--- config.mk ---
export PLATFORM = sky130hd
export DESIGN_NAME = instr_sequencer
export DESIGN_NICKNAME = d
export VERILOG_FILES = /design/src/rtl/instr_sequencer_pkg.sv /design/src/rtl/instr_sequencer.sv
export SDC_FILE = /design/constraint.sdc
export NUM_CORES = 1
export LEC_CHECK = 0
export ABC_AREA = 0
export BUFFER_PORTS_ARGS = -buffer_cell sky130_fd_sc_hd__buf_2
export CAP_MARGIN = 30
export CORE_ASPECT_RATIO = 0.7
export CORE_MARGIN = 8
export CORE_UTILIZATION = 45
export CTS_CLUSTER_DIAMETER = 50
export DETAILED_ROUTE_END_ITERATION = 7
export GPL_TIMING_DRIVEN = 0
export PLACE_DENSITY = 0.74
export SETUP_SLACK_MARGIN = 0.02
export SLEW_MARGIN = 5
export SYNTH_ARGS = -nofsm -noshare
export SYNTH_HDL_FRONTEND = slang
export SYNTH_SLANG_ARGS = --single-unit
--- constraint.sdc ---
create_clock -name clk -period 2.13 [get_ports clk]
set_clock_uncertainty 0.15 [all_clocks]
set_input_delay 0.213 -clock clk [delete_from_list [all_inputs] [get_ports clk]]
set_output_delay 0.213 -clock clk [all_outputs]
set_load 0.005 [all_outputs]
--- src/rtl/instr_sequencer_pkg.sv ---
// Shared types for the RV32I fetch/decode/execute sequencer.
package instr_sequencer_pkg;

    typedef logic [31:0] t_word;

    localparam int unsigned INSTR_BYTES = 4;

    typedef enum logic [2:0] {
        FETCH_REQ,
        FETCH_WAIT,
        DECODE,
        EXECUTE,
        HALT
    } t_seq_state;

endpackage

--- src/rtl/instr_sequencer.sv ---
// Multi-cycle fetch/decode/execute controller: fetches a word, holds it for the decoder,
// starts execution on a legal decode and halts with a trap pulse on an illegal one.
module instr_sequencer
    import instr_sequencer_pkg::*;
#(
    parameter t_word       RESET_PC = 32'h0000_0000,
    parameter int unsigned PC_STEP  = INSTR_BYTES
) (
    input  logic  clk,
    input  logic  rst,

    output logic  imem_req_valid,
    output t_word imem_req_addr,
    input  logic  imem_req_ready,
    input  logic  imem_rsp_valid,
    input  t_word imem_rsp_data,

    output t_word dec_instr,
    input  logic  dec_valid,

    output logic  exec_start,
    input  logic  exec_done,

    output t_word pc,
    output t_word retired,
    output logic  illegal_instr,
    output logic  halted
);

    t_seq_state state;
    t_word      ir;

    // Outputs depend on registers only, never directly on inputs.
    assign imem_req_valid = (state == FETCH_REQ);
    assign imem_req_addr  = pc;
    assign dec_instr      = ir;

    always_ff @(posedge clk) begin
        if (rst) begin
            state         <= FETCH_REQ;
            pc            <= RESET_PC;
            ir            <= '0;
            retired       <= '0;
            halted        <= 1'b0;
            illegal_instr <= 1'b0;
            exec_start    <= 1'b0;
        end else begin
            exec_start    <= 1'b0;
            illegal_instr <= 1'b0;
            unique case (state)
                FETCH_REQ: begin
                    if (imem_req_ready) begin
                        state <= FETCH_WAIT;
                    end
                end
                FETCH_WAIT: begin
                    if (imem_rsp_valid) begin
                        ir    <= imem_rsp_data;
                        state <= DECODE;
                    end
                end
                DECODE: begin
                    if (dec_valid) begin
                        exec_start <= 1'b1;
                        state      <= EXECUTE;
                    end else begin
                        // pc is left on the faulting instruction for the trap handler.
                        illegal_instr <= 1'b1;
                        halted        <= 1'b1;
                        state         <= HALT;
                    end
                end
                EXECUTE: begin
                    if (exec_done) begin
                        pc      <= pc + t_word'(PC_STEP);
                        retired <= retired + 32'd1;
                        state   <= FETCH_REQ;
                    end
                end
                HALT: begin
                    state <= HALT;
                end
                default: begin
                    state <= FETCH_REQ;
                end
            endcase
        end
    end

endmodule

==> flow_summary.json, run 1 <==
{
  "hold_path.class": "primary input to register",
  "highest_layer": "met4",
  "ant_nets": 0,
  "setup_violations": 2,
  "grt_pass1_wl_um": 24480,
  "cp.arrival_ns": 2.26,
  "synth_top_cell_by_area": "dfxtp_1",
  "numPortBuffers": 165,
  "yosysMostFrequentCell": "dfxtp_1",
  "htreeDepth": 3,
  "final_cell_area_mm2": 0.006780,
  "syn_area_per_cell_um2": 8.267,
  "dpl.hpwl_um": 10400,
  "totalWireLength_um": 15860,
  "rsz0062_at_grt": "yes",
  "worstSetupPathType": "register to register",
  "slew_headroom": 0.5866,
  "hold_path_depth": 4,
  "ys.flop_type": "dfxtp_1",
  "die-area_mm2": 0.01367,
  "cts.path.max_buffers": 2,
  "grt_pass1_vias": 4862,
  "drive_above_1_share": 0.4010,
  "met2_length_um": 7440,
  "avgRoutedWirePerCell_um": 17.41,
  "placed_cell_area_mm2": 0.005560,
  "critPathRequiredTime_ns": 2.25,
  "cts_sinks": 100,
  "die_y_um": 100.3,
  "startpoint_type": "register",
  "io_pins": 170,
  "syn_area_mm2": 0.004563,
  "power_density_mw_per_mm2": 637.9,
  "grt_overflow": 0,
  "ctsRootBufferMaster": "clkbuf_16",
  "fin_ws_ns": -0.01504,
  "cts_tree": "done",
  "max-vdd-ir-drop_v": 0.0005026,
  "finalHoldViolCount": 0,
  "r2r-start": "retired[13]",
  "gp_congestion": 0.9165,
  "synthDistinctLibCells": 37,
  "path_clk_slew_ns": 0.07,
  "drc": 0,
  "synthesis.instances": 552,
  "wl_met1_um": 6370,
  "nFillCells": 737,
  "start_util": 0.4658,
  "synth-seq-cells": 100,
  "ys_seq_area_frac": 0.4387,
  "leakagePower_uw": 0.002887,
  "startpoint": "retired[13]",
  "status": "finished with violations",
  "core_area_mm2": 0.009797,
  "dr.pass1.iters": 6,
  "n_antenna_cell": 0,
  "place_ws_ns": -0.4629,
  "clk_latency_ns": 0.34,
  "period_minus_slack_ns": 2.145,
  "ys.warnings.count": 0,
  "tightest_slew_ns": 0.6200,
  "async_reset_ff_frac": 0,
  "r2r_cells": 5,
  "cts-buffers-inserted": 9,
  "wl_met3_um": 1836,
  "end_kind": "register",
  "grt_usage": 0.2189,
  "row_count": 30,
  "routed-via-count": 5037,
  "yosys-top-cells-count": "100 x dfxtp_1, 87 x nand2_1, 75 x a21oi_1",
  "die_x_um": 136.4,
  "synth_edf_count": 0,
  "path_max_fanout": 10,
  "drt_iter0_drc": 438,
  "grt_max_degree": 16,
  "vias_per_cell": 5.529,
  "layout.nets": 819,
  "netlist_top_cells_area": "dfxtp_1 44%, a21oi_1 8.2%, nand2_1 7.2%",
  "hold_start": "exec_done",
  "synthToLayoutAreaGrowth_pct": 48.59,
  "clock.fmax_ghz": 0.4662,
  "drv_slew": 0,
  "fin_crit_sh": 1.007,
  "violations": "setup timing",
  "drv_cap": 0,
  "synth_top_cell_area_share": 0.4387,
  "grt_antenna_before_repair": 0
}
==> metrics by stage <==
stage	util	power (µW)	setup TNS, ns	hold slack (ns)	instances
detailed placement	0.5676	2328	-10.47	0.2963	848
global placement	0.5676	2317	-7.225	0.2897	848
floorplan	-	2181	0	0.1967	555
finish	0.6921	4325	-0.01545	0.09212	911
global route	0.6921	4476	-2.045	0.1055	911
CTS	0.6716	4328	-0.02484	0.08909	912
==> cells by family after synthesis <==
group,count (synthesis),share of synthesized area
fa+ha+maj,2,0.005483
mux,4,0.01234
simple gates,229,0.2662
other cells,1,0.0008218
flops,100,0.4387
buf+inv,80,0.09597
xor+xnor,17,0.03263
compound gates,119,0.1478
==> cells in the final DEF, fill, tap and decap left out, drive strengths merged, types with 3 or more instances in the layout <==
cell         instances
mux2                 3
xnor2                7
a21oi               75
o31ai               27
nand3               20
and2                 3
or4                 29
xor2                10
o21ai               14
nor4                 5
bufinv               4
nand2               87
buf                227
dfxtp              100
inv                 10
and3                 5
nand2b               3
nor2                23
and4                10
dlygate4sd3         34
nand4               18
nor3                 5
or3                 15
conb                 4
clkbuf              32
==> layer usage <==
metal,global-route usage,vias to the layer above
li1,-,2378
met2,0.3471,273
met1,0.2676,2364
met4,0.07233,0
met5,0,-
met3,0.08234,22
==> critical path: stages (launching register included) <==
cell     delay [ns]
dfxtp_1        0.44
nand2_1        0.10
or4_4          0.59
buf_8          0.17
or4_4          0.48
a21oi_2        0.14
==> power breakdown <==
group	leakage [µW]	switching, µW	total (µW)	internal [µW]
Combinational	0.00189	217	404	188
Clock	0.000173	706	1970	1260
Sequential	0.000820	37.6	1960	1920
Total	0.00289	960	4320	3370
==> registers in the layout (all words and copies together) (netlist names) <==
name           cells
dec_instr         32
retired           32
imem_req_addr     30
state              3
exec_start         1
halted             1
illegal_instr      1
==> repair_timing <==
action,4_1_cts,5_1_grt
gates resized for setup,57,62
pin swaps,28,11
gates cloned,1,0
hold endpoints to repair,34,0
setup endpoints to repair,43,72
hold buffers,34,0
setup buffers,14,2
==> final timing paths <==
check	end	slack, ns
max	retired[21]	-0.02
min reg2reg	dec_instr[4]	0.31
max reg2reg	retired[21]	-0.02
min	state[1]	0.09
==> cell type report <==
| type | count | area (µm²) | share of cell area |
|---|---|---|---|
| clock inverters | 5 | 125.1 | 0.01845 |
| well taps | 128 | 160.2 | 0.02362 |
| flip-flops and latches | 100 | 2044 | 0.3015 |
| clock buffers | 10 | 229.0 | 0.03377 |
| repair buffers | 216 | 1329 | 0.1960 |
| multi-input cells | 375 | 2389 | 0.3523 |
| inverters | 10 | 37.54 | 0.005536 |
| plain buffers | 67 | 466.7 | 0.06883 |
Note: power is estimated with default switching activity, not from simulation.
==> run 2, diff against run 1 <==
--- a/config.mk
+++ b/config.mk
@@ -14,6 +14,7 @@
 export CTS_CLUSTER_DIAMETER = 50
 export DETAILED_ROUTE_END_ITERATION = 7
 export GPL_TIMING_DRIVEN = 0
+export MAX_ROUTING_LAYER = met4
 export PLACE_DENSITY = 0.74
 export SETUP_SLACK_MARGIN = 0.02
 export SLEW_MARGIN = 5
==> flow_summary.json, run 2 (same netlist as run 1, synthesis figures left out) <==
{
  "fin_crit_sh": 1.003,
  "grt_usage": 0.2250,
  "max-vdd-ir-drop_v": 0.0005039,
  "clk_latency_ns": 0.34,
  "worst_hold_slack_ns": 0.09344,
  "synthToLayoutAreaGrowth_pct": 48.48,
  "dpl.hpwl_um": 10400,
  "cts-buffers-inserted": 9,
  "cts.path.max_buffers": 2,
  "grt_overflow": 0,
  "r2r-start": "retired[13]",
  "routed-via-count": 5039,
  "ctsRootBufferMaster": "clkbuf_16",
  "cts_tree": "done",
  "leakagePower_uw": 0.002883,
  "numPortBuffers": 165,
  "violations": "setup timing",
  "grt_pass1_vias": 4877,
  "hold_path.class": "primary input to register",
  "finalHoldViolCount": 0,
  "status": "finished with violations",
  "grt_pass1_wl_um": 24430,
  "cpMostUsedCell": "or4_4",
  "r2r_cells": 5,
  "power_density_mw_per_mm2": 639.3,
  "io_pins": 170,
  "period_minus_slack_ns": 2.136,
  "tns_ns": -0.006446,
  "htreeDepth": 3,
  "end_kind": "register",
  "grt_antenna_before_repair": 0,
  "final_cell_mix": "168 x buf_2, 86 x nand2_1, 78 x dfxtp_1, 67 x a21oi_1, 47 x buf_4",
  "row_count": 30,
  "n_antenna_cell": 0,
  "path_max_fanout": 10,
  "totalWireLength_um": 15890,
  "vias_per_cell": 5.531,
  "cp_cell_sequence": "nand2_1, or4_4, buf_8, or4_4, a21oi_2",
  "die-area_mm2": 0.01367,
  "rsz0062_at_grt": "yes",
  "final_core_util": 0.6916,
  "max_stage_delay_ns": 0.59,
  "avgRoutedWirePerCell_um": 17.44,
  "hold_path_depth": 4,
  "drive_above_1_share": 0.4010,
  "path_clk_slew_ns": 0.07,
  "slew_headroom": 0.5871,
  "start_util": 0.4658,
  "critPathRequiredTime_ns": 2.24,
  "startpoint": "retired[13]",
  "fin_ws_ns": -0.006266,
  "ant_nets": 0,
  "grt_max_degree": 16,
  "path_delay_family": "simple AND/OR/NAND/NOR gates",
  "core_area_mm2": 0.009797,
  "path_buf_inv": 1,
  "dr.pass1.iters": 5,
  "drv_slew": 0,
  "layout.nets": 819,
  "setup_violations": 2,
  "drt_iter0_drc": 374,
  "cts_sinks": 100,
  "hold_start": "exec_done",
  "reg2reg_to": "retired[21]",
  "final_common_cell": "buf_2",
  "cp.arrival_ns": 2.25,
  "gp_congestion": 0.9324,
  "startpoint_type": "register",
  "die_y_um": 100.3,
  "tightest_slew_ns": 0.6194,
  "drc": 0,
  "die_x_um": 136.4,
  "drv_cap": 0,
  "worstSetupPathType": "register to register",
  "clock.fmax_ghz": 0.4681,
  "reg2reg_slack_ns": -0.006,
  "min_to": "state[1]",
  "critPathSlowestCell": "or4_4"
}
run 2: how the worst max path moves through the flow:
stage / to / cells past startpoint
after floorplan: retired[25] / 5
after global placement: retired[22] / 5
after detailed placement: retired[22] / 5
after CTS: retired[15] / 5
after global routing: dec_instr[21] / 6
final: retired[21] / 5
run 2: what timing repair did:
item / CTS / global route
setup buffers: 14 / 2
gates resized for setup: 57 / 61
gates cloned: 1 / 0
endpoints found under the hold margin: 34 / 0
hold buffers: 34 / 0
pin swaps: 28 / 10
setup endpoints to repair: 43 / 72
run 2: layout make-up:
cell class | count | area (µm²)
Clock inverter | 5 | 125.1
Clock buffer | 10 | 229.0
Sequential cell | 100 | 2044
Multi-Input combinational cell | 375 | 2387
Timing Repair Buffer | 216 | 1325
Buffer | 67 | 466.7
Tap cell | 128 | 160.2
Inverter | 10 | 37.54
Fill cell | 737 | 3022
run 2: power by group:
group          internal (µW)  switching, µW  leakage, µW
clock                   1260            711     0.000173
sequential              1920           37.8     0.000820
combinational            188            217      0.00189
run 2: per-layer routing:
metal  vias to the layer above  global-route usage  part of all wire
met5                         -                   -                 0
met3                        19             0.06337             0.092
met2                       267              0.3471              0.47
li1                       2380                   -                 -
met4                         0             0.07233             0.013
met1                      2373              0.2792              0.43
run 2: stage by stage:
| step | power [µW] | worst slack [ns] | cells | area, µm² |
|---|---|---|---|---|
| after global routing | 4476 | -0.1166 | 911 | 6775 |
| after global placement | 2317 | -0.4172 | 848 | 5560 |
| after floorplan | 2181 | 0.03359 | 555 | 4574 |
| after detailed placement | 2328 | -0.4629 | 848 | 5560 |
| final | 4332 | -0.006266 | 911 | 6775 |
| after CTS | 4328 | -0.01319 | 912 | 6580 |
run 2: tightest hold or removal path, cell delays in order:
cell,delay [ns]
buf_2,0.13
nand3_1,0.08
o31ai_1,0.07
nor4_1,0.05
